$ cat config.mk
export PLATFORM = sky130hd
export DESIGN_NAME = wb_victim_cache
export DESIGN_NICKNAME = d
export VERILOG_FILES = /design/src/rtl/wb_victim_cache.sv
export SDC_FILE = /design/constraint.sdc
export NUM_CORES = 2
export LEC_CHECK = 0
export BUFFER_PORTS_ARGS = -buffer_cell sky130_fd_sc_hd__buf_2
export CORE_ASPECT_RATIO = 1.2
export CORE_UTILIZATION = 55
export CTS_BUF_LIST = sky130_fd_sc_hd__clkbuf_4
export CTS_CLUSTER_SIZE = 30
export DETAILED_ROUTE_END_ITERATION = 7
export PLACE_DENSITY = 0.79
export SYNTH_ARGS = -nofsm -noshare
export SYNTH_HDL_FRONTEND = slang
export SYNTH_SLANG_ARGS = --single-unit
$ cat constraint.sdc
create_clock -name clk -period 11.9 [get_ports clk]
set_input_delay 2.38 -clock clk [delete_from_list [all_inputs] [get_ports clk]]
set_output_delay 2.38 -clock clk [all_outputs]
set_load 0.03 [all_outputs]
$ cat src/rtl/wb_victim_cache.sv
// Fully-associative victim cache between the write-back dcache and memory.
// Swaps lines with the dcache on a miss, writes back dirty displaced lines, supports flush.
module wb_victim_cache #(
    parameter int VC_ENTRIES = 4,
    parameter int TAG_BITS   = 26,
    parameter int LINE_WIDTH = 128
) (
    input  logic                  clk,
    input  logic                  rst_n,
    input  logic                  lookup_req_i,
    input  logic [TAG_BITS-1:0]   lookup_addr_i,
    output logic                  lookup_valid_o,
    output logic                  lookup_hit_o,
    output logic [LINE_WIDTH-1:0] lookup_line_o,
    output logic                  lookup_dirty_o,
    input  logic                  insert_req_i,
    input  logic [TAG_BITS-1:0]   insert_addr_i,
    input  logic [LINE_WIDTH-1:0] insert_line_i,
    input  logic                  insert_dirty_i,
    output logic                  insert_ack_o,
    output logic                  vc2mem_req_o,
    output logic [TAG_BITS-1:0]   vc2mem_addr_o,
    output logic [LINE_WIDTH-1:0] vc2mem_line_o,
    input  logic                  mem2vc_ack_i,
    input  logic                  flush_i,
    output logic                  flush_done_o,
    output logic                  busy_o
);
    localparam int IDX_W = $clog2(VC_ENTRIES);
    localparam logic [IDX_W-1:0] LAST_IDX = IDX_W'(VC_ENTRIES - 1);

    typedef enum logic [2:0] {
        VC_IDLE,
        VC_WRITE_BACK,
        VC_FLUSH_SCAN,
        VC_FLUSH_WB,
        VC_FLUSH_DONE
    } vc_state_e;

    vc_state_e state;
    vc_state_e state_next;

    logic [VC_ENTRIES-1:0] valid_q;
    logic [VC_ENTRIES-1:0] dirty_q;
    logic [TAG_BITS-1:0]   tag_q  [VC_ENTRIES];
    logic [LINE_WIDTH-1:0] line_q [VC_ENTRIES];
    logic [IDX_W-1:0]      rr_ptr;
    logic [IDX_W-1:0]      scan_idx;
    logic [TAG_BITS-1:0]   wb_addr_q;
    logic [LINE_WIDTH-1:0] wb_line_q;

    logic             lk_hit;
    logic [IDX_W-1:0] lk_idx;
    logic             ins_match;
    logic [IDX_W-1:0] ins_match_idx;
    logic             has_free;
    logic [IDX_W-1:0] free_idx;

    // Descending scan so the lowest matching / free index wins.
    always_comb begin
        lk_hit        = 1'b0;
        lk_idx        = '0;
        ins_match     = 1'b0;
        ins_match_idx = '0;
        has_free      = 1'b0;
        free_idx      = '0;
        for (int i = VC_ENTRIES - 1; i >= 0; i--) begin
            if (valid_q[i] && tag_q[i] == lookup_addr_i) begin
                lk_hit = 1'b1;
                lk_idx = IDX_W'(i);
            end
            if (valid_q[i] && tag_q[i] == insert_addr_i) begin
                ins_match     = 1'b1;
                ins_match_idx = IDX_W'(i);
            end
            if (!valid_q[i]) begin
                has_free = 1'b1;
                free_idx = IDX_W'(i);
            end
        end
    end

    logic             do_flush;
    logic             do_lookup;
    logic             do_insert;
    logic             swap;
    logic             ins_evict;
    logic             ins_wb;
    logic [IDX_W-1:0] ins_idx;
    logic             ins_dirty_new;
    logic             mem_ack;
    logic             scan_last;
    logic             scan_dirty;

    always_comb begin
        do_flush      = (state == VC_IDLE) && flush_i;
        do_lookup     = (state == VC_IDLE) && !flush_i && lookup_req_i;
        do_insert     = (state == VC_IDLE) && !flush_i && insert_req_i;
        swap          = do_lookup && lk_hit;
        ins_idx       = rr_ptr;
        ins_evict     = 1'b0;
        ins_dirty_new = insert_dirty_i;
        if (swap) begin
            ins_idx = lk_idx;
        end else if (ins_match) begin
            ins_idx       = ins_match_idx;
            ins_dirty_new = insert_dirty_i | dirty_q[ins_match_idx];
        end else if (has_free) begin
            ins_idx = free_idx;
        end else begin
            ins_evict = 1'b1;
        end
        ins_wb     = do_insert && ins_evict && dirty_q[rr_ptr];
        mem_ack    = vc2mem_req_o && mem2vc_ack_i;
        scan_last  = (scan_idx == LAST_IDX);
        scan_dirty = valid_q[scan_idx] && dirty_q[scan_idx];
    end

    always_ff @(posedge clk) begin
        if (!rst_n) state <= VC_IDLE;
        else        state <= state_next;
    end

    always_comb begin
        state_next = state;
        case (state)
            VC_IDLE: begin
                if (do_flush)    state_next = VC_FLUSH_SCAN;
                else if (ins_wb) state_next = VC_WRITE_BACK;
            end
            VC_WRITE_BACK: if (mem_ack) state_next = VC_IDLE;
            VC_FLUSH_SCAN: begin
                if (scan_dirty)     state_next = VC_FLUSH_WB;
                else if (scan_last) state_next = VC_FLUSH_DONE;
            end
            VC_FLUSH_WB: begin
                if (mem_ack) state_next = scan_last ? VC_FLUSH_DONE : VC_FLUSH_SCAN;
            end
            VC_FLUSH_DONE: state_next = VC_IDLE;
            default:       state_next = VC_IDLE;
        endcase
    end

    assign busy_o        = (state != VC_IDLE);
    assign vc2mem_req_o  = (state == VC_WRITE_BACK) || (state == VC_FLUSH_WB);
    assign vc2mem_addr_o = wb_addr_q;
    assign vc2mem_line_o = wb_line_q;

    // Tag/line storage needs no reset: valid_q gates every use.
    always_ff @(posedge clk) begin
        if (do_insert) begin
            tag_q[ins_idx]  <= insert_addr_i;
            line_q[ins_idx] <= insert_line_i;
        end
    end

    always_ff @(posedge clk) begin
        if (!rst_n) begin
            valid_q        <= '0;
            dirty_q        <= '0;
            rr_ptr         <= '0;
            scan_idx       <= '0;
            wb_addr_q      <= '0;
            wb_line_q      <= '0;
            lookup_valid_o <= 1'b0;
            lookup_hit_o   <= 1'b0;
            lookup_line_o  <= '0;
            lookup_dirty_o <= 1'b0;
            insert_ack_o   <= 1'b0;
            flush_done_o   <= 1'b0;
        end else begin
            lookup_valid_o <= do_lookup;
            lookup_hit_o   <= swap;
            insert_ack_o   <= (do_insert && !ins_wb) || ((state == VC_WRITE_BACK) && mem_ack);
            flush_done_o   <= (state == VC_FLUSH_DONE);

            // A hit hands ownership to the dcache; the insert below may refill the slot.
            if (swap) begin
                lookup_line_o   <= line_q[lk_idx];
                lookup_dirty_o  <= dirty_q[lk_idx];
                valid_q[lk_idx] <= 1'b0;
            end
            if (do_insert) begin
                valid_q[ins_idx] <= 1'b1;
                dirty_q[ins_idx] <= ins_dirty_new;
                if (ins_evict) rr_ptr <= rr_ptr + 1'b1;
                if (ins_wb) begin
                    wb_addr_q <= tag_q[rr_ptr];
                    wb_line_q <= line_q[rr_ptr];
                end
            end

            if (do_flush) scan_idx <= '0;
            if (state == VC_FLUSH_SCAN) begin
                valid_q[scan_idx] <= 1'b0;
                dirty_q[scan_idx] <= 1'b0;
                if (scan_dirty) begin
                    wb_addr_q <= tag_q[scan_idx];
                    wb_line_q <= line_q[scan_idx];
                end else if (!scan_last) begin
                    scan_idx <= scan_idx + 1'b1;
                end
            end
            if ((state == VC_FLUSH_WB) && mem_ack && !scan_last) scan_idx <= scan_idx + 1'b1;
            if (state == VC_FLUSH_DONE) rr_ptr <= '0;
        end
    end
endmodule
==> results.txt <==
Largest net degree at the start of global routing - 173
Cts bufs inserted - 218
Crit Path Category - input pin to register
Status - completed
Max-cap violations - 0
Synthesized area - 42,600 µm²
Syn Nets - 3,163
Placement Cell Area - 45,600 µm²
Min Tclk post-route - 6.13 ns
Ys Warns - 0
Detailed Route Iter0 Violations - 4,113
Crit path to - line_q[3][53]
Cells on worst reg2reg path - 9
Asr flop ratio synth - 0%
Worst-margin pin slew - 1.25 ns
Fin crit share - 51.5%
Hold WS - 0.536 ns
# port buffers - 475
Routed vias/inst - 6.68
P&R area growth vs syn - 14.0%
Layout cell share with drive strength beyond 1 - 32.9%
Slew Limit Headroom - 16.6%
First-pass GRT wire length - 202,000 µm
Routability cong. - 1.05
H-tree depth - 4
Remaining global-route overflow - 0
Multi-input gate area - 17,000 µm²
Register area share after synthesis - 57.7%
Initial core utilization - 55.7%
Vias in the first global route - 30.9k
DR pass1 iterations - 8
Final setup violating endpoints - 0
Final core area utilization - 63.5%
Worst R2R Start - tag_q[3][2]
CP Launch Point - lookup_addr_i[2]
Netlist cell types - 54
Clk root buf - clkbuf_4
Place WS - 4.86 ns
DRC violations left - 0
Most frequent cell after synthesis - edfxtp_1
Total Neg Setup Slack - 0 ns
Pwr Density - 143 nW/µm²
Core Footprint - 76,500 µm²
Fin area - 48,600 µm²
Layout Nets - 3,638
DRT antenna net count - 0
CP Launch Type - input pin
Clock skew - 0.0855 ns
Ys flop type - edfxtp_1
TritonCTS Sinks - 920
DIE WIDTH - 256 µm
Setup ws final - 5.77 ns
Hold-fix buffers, CTS - 0
Post-CTS Resized - 0
Reg-to-Reg End - line_q[3][53]
RSZ-0062 raised after global routing - no
Register area - 24,600 µm²
Avg Cell Area, Syn - 14.3 µm²
Non-Filler Instances - 4,675
Worst-path clk slew - 0.06 ns
Max Freq - 163 MHz
Crit. End Element - register
DIE HEIGHT - 307 µm
Tot Pwr - 6.94 mW
Total die area - 78,600 µm²
Fill cell count - 5,704
Bufs on Longest Clock Path - 3
Avg WL per Cell - 29.6 µm
Max-slew violations - 0
Hold WC Path Type - register to register
CP arrival - 6.77 ns
Half-perimeter wire length after placement - 82,700 µm
Dpl cells - 4,244
Worst-skew pair later-pin latency - 1.10 ns
Mapped Cells - 2,972
Data required, critical path - 12.55 ns
Worst VDD drop - 0.119 mV
Top cells by instance count after synthesis - 616 x edfxtp_1, 419 x a21oi_1, 309 x mux4_2
Area leader, netlist - edfxtp_1
Via count - 31.2k
Synth area leaders - edfxtp_1 43%, mux4_2 16%, dfxtp_1 14%
Leakage power - 16.5 nW
Io pins - 476
GRT Overall Usage - 34.8%
Synth top area share - 43.4%
Worst R2R Setup Slack - 6.60 ns
Routed Wire Length - 138,000 µm
CTS tree - yes
Hold Fails Final Rpt - 0
Initial antenna violation count - 27
CP Max Fanout - 63
Yosys reg bits - 920
Post-CTS Setup Bufs - 0
FP Rows - 111
Number of synthesized flops with an enable pin - 616
where the power goes:
part | leakage, nW | switching (mW) | internal (mW) | total, mW
combinational | 6.79 | 0.401 | 0.347 | 0.748
sequential | 8.03 | 0.0787 | 3.50 | 3.58
clock | 1.72 | 1.28 | 1.33 | 2.61
state kept, by name, summed over array words and instances (netlist names), named ones only:
name,flops
vc2mem_line_o,128
lookup_hit_o,1
lookup_line_o,128
rr_ptr,2
state,3
tag_q,104
flush_done_o,1
scan_idx,2
vc2mem_addr_o,26
insert_ack_o,1
dirty_q,4
lookup_valid_o,1
valid_q,4
lookup_dirty_o,1
line_q,512
placed cells by master (no fill, tap or decap), types with 6 or more instances in the layout:
master | synthesis | final
a21oi_1 | 419 | 419
a222oi_1 | 128 | 128
and3b_1 | 6 | 6
buf_12 | 0 | 7
buf_2 | 19 | 474
buf_4 | 0 | 28
clkbuf_4 | 0 | 341
clkinv_1 | 0 | 50
clkinv_2 | 0 | 6
dfxtp_1 | 304 | 300
diode_2 | 0 | 22
edfxtp_1 | 616 | 616
inv_1 | 8 | 8
mux2i_1 | 159 | 159
mux4_2 | 309 | 309
nand2_1 | 35 | 33
nand3_1 | 12 | 12
nand4_1 | 71 | 71
nor2_1 | 40 | 37
nor3_1 | 8 | 8
nor4_1 | 24 | 24
o21ai_0 | 290 | 289
or4_1 | 18 | 18
xnor2_1 | 129 | 129
xor2_1 | 84 | 84
worst max-delay path, cell delays in order:
cell      delay, ns
buf_2          0.14
xnor2_1        0.32
nand4_1        0.12
or4_1          0.58
nor4_1         0.56
o21ai_0        0.20
a221oi_1       0.40
nor3b_4        0.27
buf_4          0.84
buf_4          0.82
cell families after synthesis:
| logic type | after synthesis | synth area share [%] |
|---|---|---|
| flip-flops | 920 | 57.7 |
| AO/OA/AOI/OAI | 860 | 11.8 |
| multiplexers | 468 | 20.1 |
| buffers and inverters | 263 | 2.65 |
| AND/OR/NAND/NOR | 243 | 3.26 |
| XOR/XNOR | 214 | 4.42 |
| adder cells (fa/ha/maj) | 4 | 0.117 |
how the worst min path moves through the flow:
stage / startpoint / endpoint / slack (ns) / cells after the start
6_report: lookup_line_o[49] / lookup_line_o[49] / 0.54 / 2
4_1_cts: vc2mem_line_o[107] / vc2mem_line_o[107] / 0.54 / 2
3_3_place_gp: lookup_line_o[104] / lookup_line_o[104] / 0.52 / 2
2_1_floorplan: state[1] / state[2] / 0.49 / 2
3_5_place_dp: lookup_line_o[49] / lookup_line_o[49] / 0.52 / 2
5_1_grt: vc2mem_line_o[63] / vc2mem_line_o[63] / 0.56 / 2
routing by layer:
layer  routed length, µm  vias to the layer above  global-route usage (%)  part of all wire, %
met5                  82                        -                       0                0.059
met4                8960                       12                    21.6                  6.5
met3               14100                      439                    8.25                   10
met2               66800                     2131                    55.4                   48
met1               48200                    15400                    43.0                   35
li1                    -                    13200                       -                    -
cell type report:
type                            instances  share of cell area [%]
Inverter                                8                  0.0618
Antenna cell                           22                   0.113
Timing Repair Buffer                  510                    5.63
Multi-Input combinational cell       1789                    35.0
Tap cell                             1017                    2.62
Clock buffer                          341                    5.27
Sequential cell                       920                    50.6
Clock inverter                         68                   0.675
Power figures use the tool's default switching activity.
